`config.mk`:
```
export PLATFORM = sky130hd
export DESIGN_NAME = alu_issue_stage
export DESIGN_NICKNAME = d
export VERILOG_FILES = /design/src/rtl/rv32_alu_pkg.sv /design/src/rtl/alu_op_decode.sv /design/src/rtl/alu_issue_stage.sv
export SDC_FILE = /design/constraint.sdc
export NUM_CORES = 1
export LEC_CHECK = 0
export ABC_AREA = 1
export CORE_ASPECT_RATIO = 0.5
export CORE_MARGIN = 2
export CORE_UTILIZATION = 40
export DETAILED_ROUTE_END_ITERATION = 10
export DONT_BUFFER_PORTS = 1
export PLACE_DENSITY_LB_ADDON = 0.08
export SYNTH_ARGS = -nofsm -noshare
export SYNTH_HDL_FRONTEND = slang
export SYNTH_HIERARCHICAL = 1
export SYNTH_SLANG_ARGS = --single-unit
```
`constraint.sdc`:
```
create_clock -name clk -period 1 [get_ports clk]
set_input_delay 0.2 -clock clk [delete_from_list [all_inputs] [get_ports clk]]
set_output_delay 0.2 -clock clk [all_outputs]
set_load 0.03 [all_outputs]
```
`src/rtl/rv32_alu_pkg.sv`:
```
// Shared RV32I ALU constants: control codes, opcodes, funct7 values
// and the decoded beat bundle passed from decode into the issue register.
package rv32_alu_pkg;

    typedef enum logic [3:0] {
        ALU_ADD  = 4'b0000,
        ALU_SUB  = 4'b0010,
        ALU_AND  = 4'b0100,
        ALU_OR   = 4'b0101,
        ALU_XOR  = 4'b0110,
        ALU_SLTU = 4'b1000,
        ALU_SLT  = 4'b1001,
        ALU_SLL  = 4'b1100,
        ALU_SRL  = 4'b1101,
        ALU_SRA  = 4'b1110
    } alu_ctl_e;

    localparam logic [6:0] OPC_OP     = 7'b0110011;
    localparam logic [6:0] OPC_OP_IMM = 7'b0010011;
    localparam logic [6:0] OPC_LUI    = 7'b0110111;
    localparam logic [6:0] OPC_AUIPC  = 7'b0010111;
    localparam logic [6:0] OPC_JAL    = 7'b1101111;
    localparam logic [6:0] OPC_JALR   = 7'b1100111;
    localparam logic [6:0] OPC_LOAD   = 7'b0000011;
    localparam logic [6:0] OPC_STORE  = 7'b0100011;
    localparam logic [6:0] OPC_BRANCH = 7'b1100011;

    localparam logic [6:0] F7_BASE = 7'b0000000;
    localparam logic [6:0] F7_ALT  = 7'b0100000;

    typedef struct packed {
        alu_ctl_e    ctl;
        logic [31:0] da;
        logic [31:0] db;
        logic [4:0]  rd;
        logic        rd_we;
        logic        is_branch;
        logic [2:0]  funct3;
        logic        illegal;
    } alu_dec_t;

    // alt selects SUB for 000 and SRA for 101
    function automatic alu_ctl_e f3_ctl(input logic [2:0] f3,
                                        input logic alt);
        case (f3)
            3'b000:  f3_ctl = alt ? ALU_SUB : ALU_ADD;
            3'b001:  f3_ctl = ALU_SLL;
            3'b010:  f3_ctl = ALU_SLT;
            3'b011:  f3_ctl = ALU_SLTU;
            3'b100:  f3_ctl = ALU_XOR;
            3'b101:  f3_ctl = alt ? ALU_SRA : ALU_SRL;
            3'b110:  f3_ctl = ALU_OR;
            default: f3_ctl = ALU_AND;
        endcase
    endfunction

endpackage

```
`src/rtl/alu_op_decode.sv`:
```
// Combinational RV32I decode into ALU control, operands and
// writeback/branch/illegal flags for one beat.
module alu_op_decode
    import rv32_alu_pkg::*;
(
    input  logic [31:0] instr,
    input  logic [31:0] pc,
    input  logic [31:0] rs1_data,
    input  logic [31:0] rs2_data,
    output alu_dec_t    dec
);

    logic [6:0]  opc;
    logic [2:0]  f3;
    logic [6:0]  f7;
    logic [31:0] i_imm;
    logic [31:0] s_imm;
    logic [31:0] u_imm;
    logic        ill;

    assign opc   = instr[6:0];
    assign f3    = instr[14:12];
    assign f7    = instr[31:25];
    assign i_imm = {{20{instr[31]}}, instr[31:20]};
    assign s_imm = {{20{instr[31]}}, instr[31:25], instr[11:7]};
    assign u_imm = {instr[31:12], 12'b0};

    always_comb begin
        dec           = '0;
        dec.ctl       = ALU_ADD;
        dec.rd        = instr[11:7];
        dec.funct3    = f3;
        dec.rd_we     = 1'b1;
        ill           = 1'b0;
        unique case (1'b1)
            opc == OPC_OP: begin
                ill = !(f7 == F7_BASE ||
                        (f7 == F7_ALT && (f3 == 3'b000 || f3 == 3'b101)));
                dec.ctl = f3_ctl(f3, f7 == F7_ALT);
                dec.da  = rs1_data;
                dec.db  = rs2_data;
            end
            opc == OPC_OP_IMM: begin
                if (f3 == 3'b001)
                    ill = f7 != F7_BASE;
                else if (f3 == 3'b101)
                    ill = !(f7 == F7_BASE || f7 == F7_ALT);
                dec.ctl = f3_ctl(f3, f3 == 3'b101 && f7 == F7_ALT);
                dec.da  = rs1_data;
                dec.db  = (f3[1:0] == 2'b01) ? {27'b0, instr[24:20]}
                                             : i_imm;
            end
            opc == OPC_LUI: begin
                dec.db = u_imm;
            end
            opc == OPC_AUIPC: begin
                dec.da = pc;
                dec.db = u_imm;
            end
            opc == OPC_JAL || opc == OPC_JALR: begin
                dec.da = pc;
                dec.db = 32'd4;
            end
            opc == OPC_LOAD: begin
                dec.da = rs1_data;
                dec.db = i_imm;
            end
            opc == OPC_STORE: begin
                dec.da    = rs1_data;
                dec.db    = s_imm;
                dec.rd_we = 1'b0;
            end
            opc == OPC_BRANCH: begin
                ill           = f3[2:1] == 2'b01;
                dec.ctl       = !f3[2] ? ALU_SUB :
                                (f3[1] ? ALU_SLTU : ALU_SLT);
                dec.da        = rs1_data;
                dec.db        = rs2_data;
                dec.is_branch = 1'b1;
                dec.rd_we     = 1'b0;
            end
            default: ill = 1'b1;
        endcase
        if (ill) begin
            dec.ctl       = ALU_ADD;
            dec.da        = '0;
            dec.db        = '0;
            dec.rd_we     = 1'b0;
            dec.is_branch = 1'b0;
        end
        dec.illegal = ill;
        if (dec.rd == 5'd0)
            dec.rd_we = 1'b0;
    end

endmodule

```
`src/rtl/alu_issue_stage.sv`:
```
// ALU issue stage: valid/ready pipeline register between decode and EX,
// holding the decoded beat stable under back-pressure.
module alu_issue_stage
    import rv32_alu_pkg::*;
(
    input  logic        clk,
    input  logic        rst_n,
    input  logic        in_valid,
    output logic        in_ready,
    input  logic [31:0] in_instr,
    input  logic [31:0] in_pc,
    input  logic [31:0] in_rs1_data,
    input  logic [31:0] in_rs2_data,
    input  logic        flush,
    output logic        out_valid,
    input  logic        out_ready,
    output logic [31:0] ALU_DA,
    output logic [31:0] ALU_DB,
    output logic [3:0]  ALU_CTL,
    output logic [4:0]  out_rd,
    output logic        out_rd_we,
    output logic        out_is_branch,
    output logic [2:0]  out_funct3,
    output logic        out_illegal
);

    alu_dec_t dec;
    alu_dec_t q;
    logic     capture;

    alu_op_decode u_dec (
        .instr    (in_instr),
        .pc       (in_pc),
        .rs1_data (in_rs1_data),
        .rs2_data (in_rs2_data),
        .dec      (dec)
    );

    assign in_ready = !out_valid || out_ready;
    assign capture  = in_valid && in_ready && !flush;

    always_ff @(posedge clk or negedge rst_n) begin
        if (!rst_n) begin
            out_valid <= 1'b0;
            q         <= '0;
        end else if (flush) begin
            out_valid <= 1'b0;
        end else if (capture) begin
            out_valid <= 1'b1;
            q         <= dec;
        end else if (out_ready) begin
            out_valid <= 1'b0;
        end
    end

    assign ALU_DA        = q.da;
    assign ALU_DB        = q.db;
    assign ALU_CTL       = q.ctl;
    assign out_rd        = q.rd;
    assign out_rd_we     = q.rd_we;
    assign out_is_branch = q.is_branch;
    assign out_funct3    = q.funct3;
    assign out_illegal   = q.illegal;

endmodule

```
======== Word-level counts from Yosys, hierarchy flattened ========
Index checks and enable logic that the tools add are counted.
operators by class
  multiplexer cells ....................... 23
  div/mod/pow operators ................... 0
  magnitude comparators ................... 0
  equal/unequal tests ..................... 18
  reduce and logical (&&, ||, !) cells .... 25
  multiply operators ...................... 0
  shift-type cells ........................ 0
  bitwise operators ....................... 1
  add/sub/neg operators ................... 0
operator list
  cell                                           number
  one-hot mux 32 bit (6 select lines)            1
  two-way mux 68 bit                             1
  one-hot mux 32 bit (2 select lines)            1
  one-hot mux 4 bit (7 select lines)             2
  two-way mux 32 bit                             1
  == test 7 x 6 -> 1 bit, second input constant  4
  == test 7 bit, second input constant           3
  == test 7 x 5 -> 1 bit, second input constant  2
  one-hot mux 4 bit (3 select lines)             1
  two-way mux 2 bit                              5
  OR reduction 5 bit                             2
  == test 3 bit, second input constant           3
  two-way mux 1 bit                              9
  OR reduction 2 bit                             4
  == test 7 x 2 -> 1 bit, second input constant  1
  logical NOT 7 bit                              1
  nonzero test 7 bit                             1
  == test 3 x 2 -> 1 bit, second input constant  2
  logical NOT 5 bit                              1
  logical OR 1 bit                               5
  == test 2 x 1 -> 1 bit, second input constant  2
  logical AND 1 bit                              4
  logical NOT 1 bit                              4
  two-way mux 4 bit                              1
  6 further kinds                                6
storage, ports and cells
  bits in latches ......................... 0
  logic and storage cells ................. 76
  input bits .............................. 133
  memories kept ........................... 0
  memory bits (read-only) ................. 0
  flip-flop bits (word level) ............. 80
  memory bits (writable) .................. 0

======== Longest topological paths before layout ========
  depth in word-level cells ............... 8
  mapped depth ............................ 12
  depth with buffers taken out ............ 11

======== Modules after synthesis ========
Netlist, hierarchy kept.
by module, submodules not included
  module           area an instance (um^2)  cells an instance  times used  sequential area each (um^2)
  alu_issue_stage  3126.7                   347                1           2001.9
  alu_op_decode    1854.3                   446                1           0.0

======== Worst setup path after synthesis ========
Ideal clock, no wire load.
  kind .................................... input port to flip-flop
  start ................................... in in_instr[2]
  end ..................................... reg q (netlist bit ALU_DB[12])
  stages on the path ...................... 11
  data required time ...................... 0.934 ns
  setup slack ............................. -0.493 ns
  buffers on the path ..................... 2
  arrival ................................. 1.427 ns
  cell sequence ........................... inv_1 > nand2_1 > nor2_1 > clkbuf_1 > nand3_1 > nand3_2 > buf_2 > a21oi_1 > nor2_1 > nand3_1 > nand2_1
RTL lines
  what                  RTL line               text
  from (decl)           alu_issue_stage.sv:10  input logic [31:0] in_instr,
  to (signal assigned)  alu_issue_stage.sv:45  q <= '0;
  to (signal assigned)  alu_issue_stage.sv:50  q <= dec;
  to (decl)             alu_issue_stage.sv:28  alu_dec_t q;

======== Final worst setup path ========
  start ................................... reg out_valid
  end ..................................... reg q (netlist bit ALU_DA[20])
between the ends
  word-level cells in the longest chain between the ends .. 5
RTL lines
  what                             RTL line               text
  from (decl)                      alu_issue_stage.sv:15  output logic out_valid,
  from (signal assigned)           alu_issue_stage.sv:44  out_valid <= 1'b0;
  from (signal assigned)           alu_issue_stage.sv:47  out_valid <= 1'b0;
  from (signal assigned)           alu_issue_stage.sv:49  out_valid <= 1'b1;
  logical NOT 1 bit                alu_issue_stage.sv:39  assign in_ready = !out_valid || out_ready;
  logical OR 1 bit                 alu_issue_stage.sv:39
  logical AND 1 bit (2 in series)  alu_issue_stage.sv:40  assign capture = in_valid && in_ready && !flush;
  AND reduction 2 bit (no line)    n/a
No other way between the ends.
A chain may end at the register's enable or synchronous reset.

==> qor.yml <==
run_status:
  status: "finished with violations"
  failing_checks: "hold timing, setup timing"
placed_design:
  dpl_ws_ps: -502
  gp_congestion: 0.823
  placed_cells: 948
  io_buffer_count: 0
  dp_hpwl_um: 11000
worst_setup_path:
  reg2reg_setup_slack_ps: -250
  startpoint_kind_of_the_worst_setup_timing_path: "flop"
  r2r_start: "out_valid"
  worst_ep_arrival_time_ps: 1480
  timing.critical_path.fanout_max: 8
  timing.rr.end: "ALU_DA[20]"
  reg2regPathDepth: 6
  critical_path.endpoint_type: "flop"
  crit_path_category: "reg2reg"
  wp_data_required_ps: 1230
layout:
  flow.area_growth_from_synthesis_pct: 44.6
  antenna_cells: 0
  layout_net_count: 975
  finalNonFillerCells: 1011
  final_layout_size_suffix_gt1_share_pct: 36.6
power_and_ir_drop:
  power_switching_uw: 2150
  power_frac_comb_pct: 12.8
  internal-power_uw: 6270
  pwr_per_cell_area_nw_per_um2: 1170
  share_seq_of_total_power_pct: 41.8
  power_switching_share_pct: 25.5
  power_uw: 8420
  vdd.ir_drop.worst_v: 0.000798
  clkPwrFrac_pct: 45.4
  leakagePower_uw: 0.00343
global_route:
  grt.overflow.total: 0
  wire_length_of_the_first_global_routing_pass_um: 27700
  global_route.usage.total_pct: 26.1
  grt_antenna_before_repair: 0
  first_global_vias: 4991
  grt_max_degree: 81
synth:
  syn-num-nets: 926
  synth_area_leaders: "dfrtp_1 (40%), nand2_1 (27%), nand3_1 (9.8%), nor2_1 (7.0%), inv_1 (4.1%)"
  dominantRegCellSynth: "dfrtp_1"
  synthDominantCellAreaShare_pct: 40.2
  synthesis.yosys.warnings: 6
  synth.ff_latch_count: 80
  library_cells_used_by_synthesis: 22
  netlist_top_cells_count: "nand2_1 (354), nand3_1 (98), nor2_1 (93)"
  synth_enable_flop_cells: 0
  part_of_the_yosys_area_used_for_sequential_elements_pct: 40.2
  syn-cell-area_um2: 4980
  async_reset_ff_share_pct: 100
  syn_inst: 793
  syn_avg_cell_area_um2: 6.28
  yosysMostFrequentCell: "nand2_1"
  post-synth-top-area-cell: "dfrtp_1"
floorplan:
  initial_standard_cell_utilization_of_the_core_pct: 41.6
  number_of_placement_rows: 28
  core_region_area_um2: 12000
  fp.dieW_um: 162
  die_area_um2: 13400
  die_height_um: 82.9
  ios: 214
clock_network:
  cts_sinks: 80
  cts_made_buffers: 9
  clkTransAtPathRegs_ps: 70
  clk_latency_ps: 340
  clock_tree_from_tritoncts: "yes"
  clock_tree_root_buffer_cell: "clkbuf_16"
  cts-htree-levels: 3
  maximum_root_to_sink_buffer_count: 2
sta:
  skew_ps: 8.20
  slew_headroom_pct: 76.6
  fin_hold_ws_ps: -455
  finalCritPeriodShare_pct: 125
  fin_crit_ps: 1250
  fin_max_slew_vios: 0
  final_critical_path_setup_slack_ps: -253
  total_count_of_hold_check_failures_in_the_final_report: 80
  timing.fmax_mhz: 798
  timing_worst_slew_pin_value_ps: 350
  finalSetupViolCount: 161
  rsz0062_at_grt: "true"
route:
  vias: 5281
  detail_route.wirelength_um: 18900
  drtIter0Drc: 394
  detailed_router_iteration_count_before_antenna_repair: 6
  post_drt_wl_per_cell_um: 18.7
  final_ant_viol_nets: 0
  drc_errors: 0
  viasPerCell: 5.22
min_path:
  worstHoldPathType: "in2async"
flow_run:
  cap_viol_max_count: 0
## stage by stage
step                      util, %  setup TNS [ps]  cell area (um2)
final                        60.1          -18100             7200
after CTS                    55.4          -14700             6640
after global routing         60.1          -26150             7200
after detailed placement     45.8          -33210             5480
after floorplan                 -          -23460             5160
after global placement       45.8          -33380             5480
## flip-flops by register name, summed over array words and instances, names as in the netlist
signal,cells
out_is_branch,1
ALU_DB,32
out_funct3,3
out_rd,5
out_valid,1
out_rd_we,1
ALU_DA,32
ALU_CTL,4
out_illegal,1
## worst max-delay path, stage by stage (launching register included)
cell	delay [ps]
dfrtp_2	430
nand2_4	110
buf_8	140
nand2_8	120
clkbuf_16	230
nand2_1	70
nand2_1	50
## how the worst max path moves through the flow
stage | start | to | slack [ps]
after floorplan | in_instr[31] | ALU_DB[12] | -340
after global placement | in_instr[3] | ALU_DA[25] | -490
after detailed placement | in_instr[3] | ALU_DA[29] | -500
after CTS | out_valid | in_ready | -220
after global routing | in_instr[1] | ALU_DA[21] | -320
final | out_valid | ALU_DA[20] | -250
## final cells by class
type | instances | area [um2]
multi-input combinational | 601 | 2990
inverter | 55 | 216
clock inverter | 2 | 60.1
tap | 165 | 206
sequential | 80 | 2100
clock buffer | 13 | 280
timing repair buffer | 95 | 1350
fill | 1103 | 4780
## power by group through the flow
| stage | registers [uW] | clock network [uW] | logic (uW) |
|---|---|---|---|
| after global placement | 3540 | 0 | 615 |
| after detailed placement | 3540 | 0 | 617 |
| after global routing | 3530 | 4010 | 1150 |
| final | 3520 | 3820 | 1080 |
| after CTS | 3500 | 3880 | 847 |
| after floorplan | 3530 | 0 | 474 |
## cells in the final DEF (no fill, tap or decap), types with 7 or more instances in the layout
cell	count
buf_4	36
nand2_4	14
buf_6	14
inv_2	7
nand2_1	307
buf_16	8
nor2_1	37
nand2_2	34
a21boi_0	7
dlygate4sd3_1	8
nand3_1	93
dfrtp_2	79
nor2_2	45
a21oi_1	28
nor2_4	13
inv_1	45
clkbuf_16	18
buf_12	15
## routing by layer
metal,vias up,GRT usage (%),part of all wire (%)
met1,2499,35.6,46
met5,-,0,0
met4,0,5.31,0.67
met2,218,40.5,42
li1,2553,-,-
met3,11,8.99,10
## timing repair
action | in CTS | in global routing
endpoints found under the setup margin | 160 | 161
endpoints found under the hold margin | 87 | 81
buffers inserted | 17 | 1
cloned | 11 | 13
resized for setup | 144 | 108
pin swaps | 11 | 85
hold buffers | 7 | 1
## kinds of logic after synthesis
group	synth area share, %
AND/OR/NAND/NOR	45.1
AO/OA/AOI/OAI	4.92
flip-flops	40.2
buffers and inverters	9.80
(Power assumes the default switching activity.)
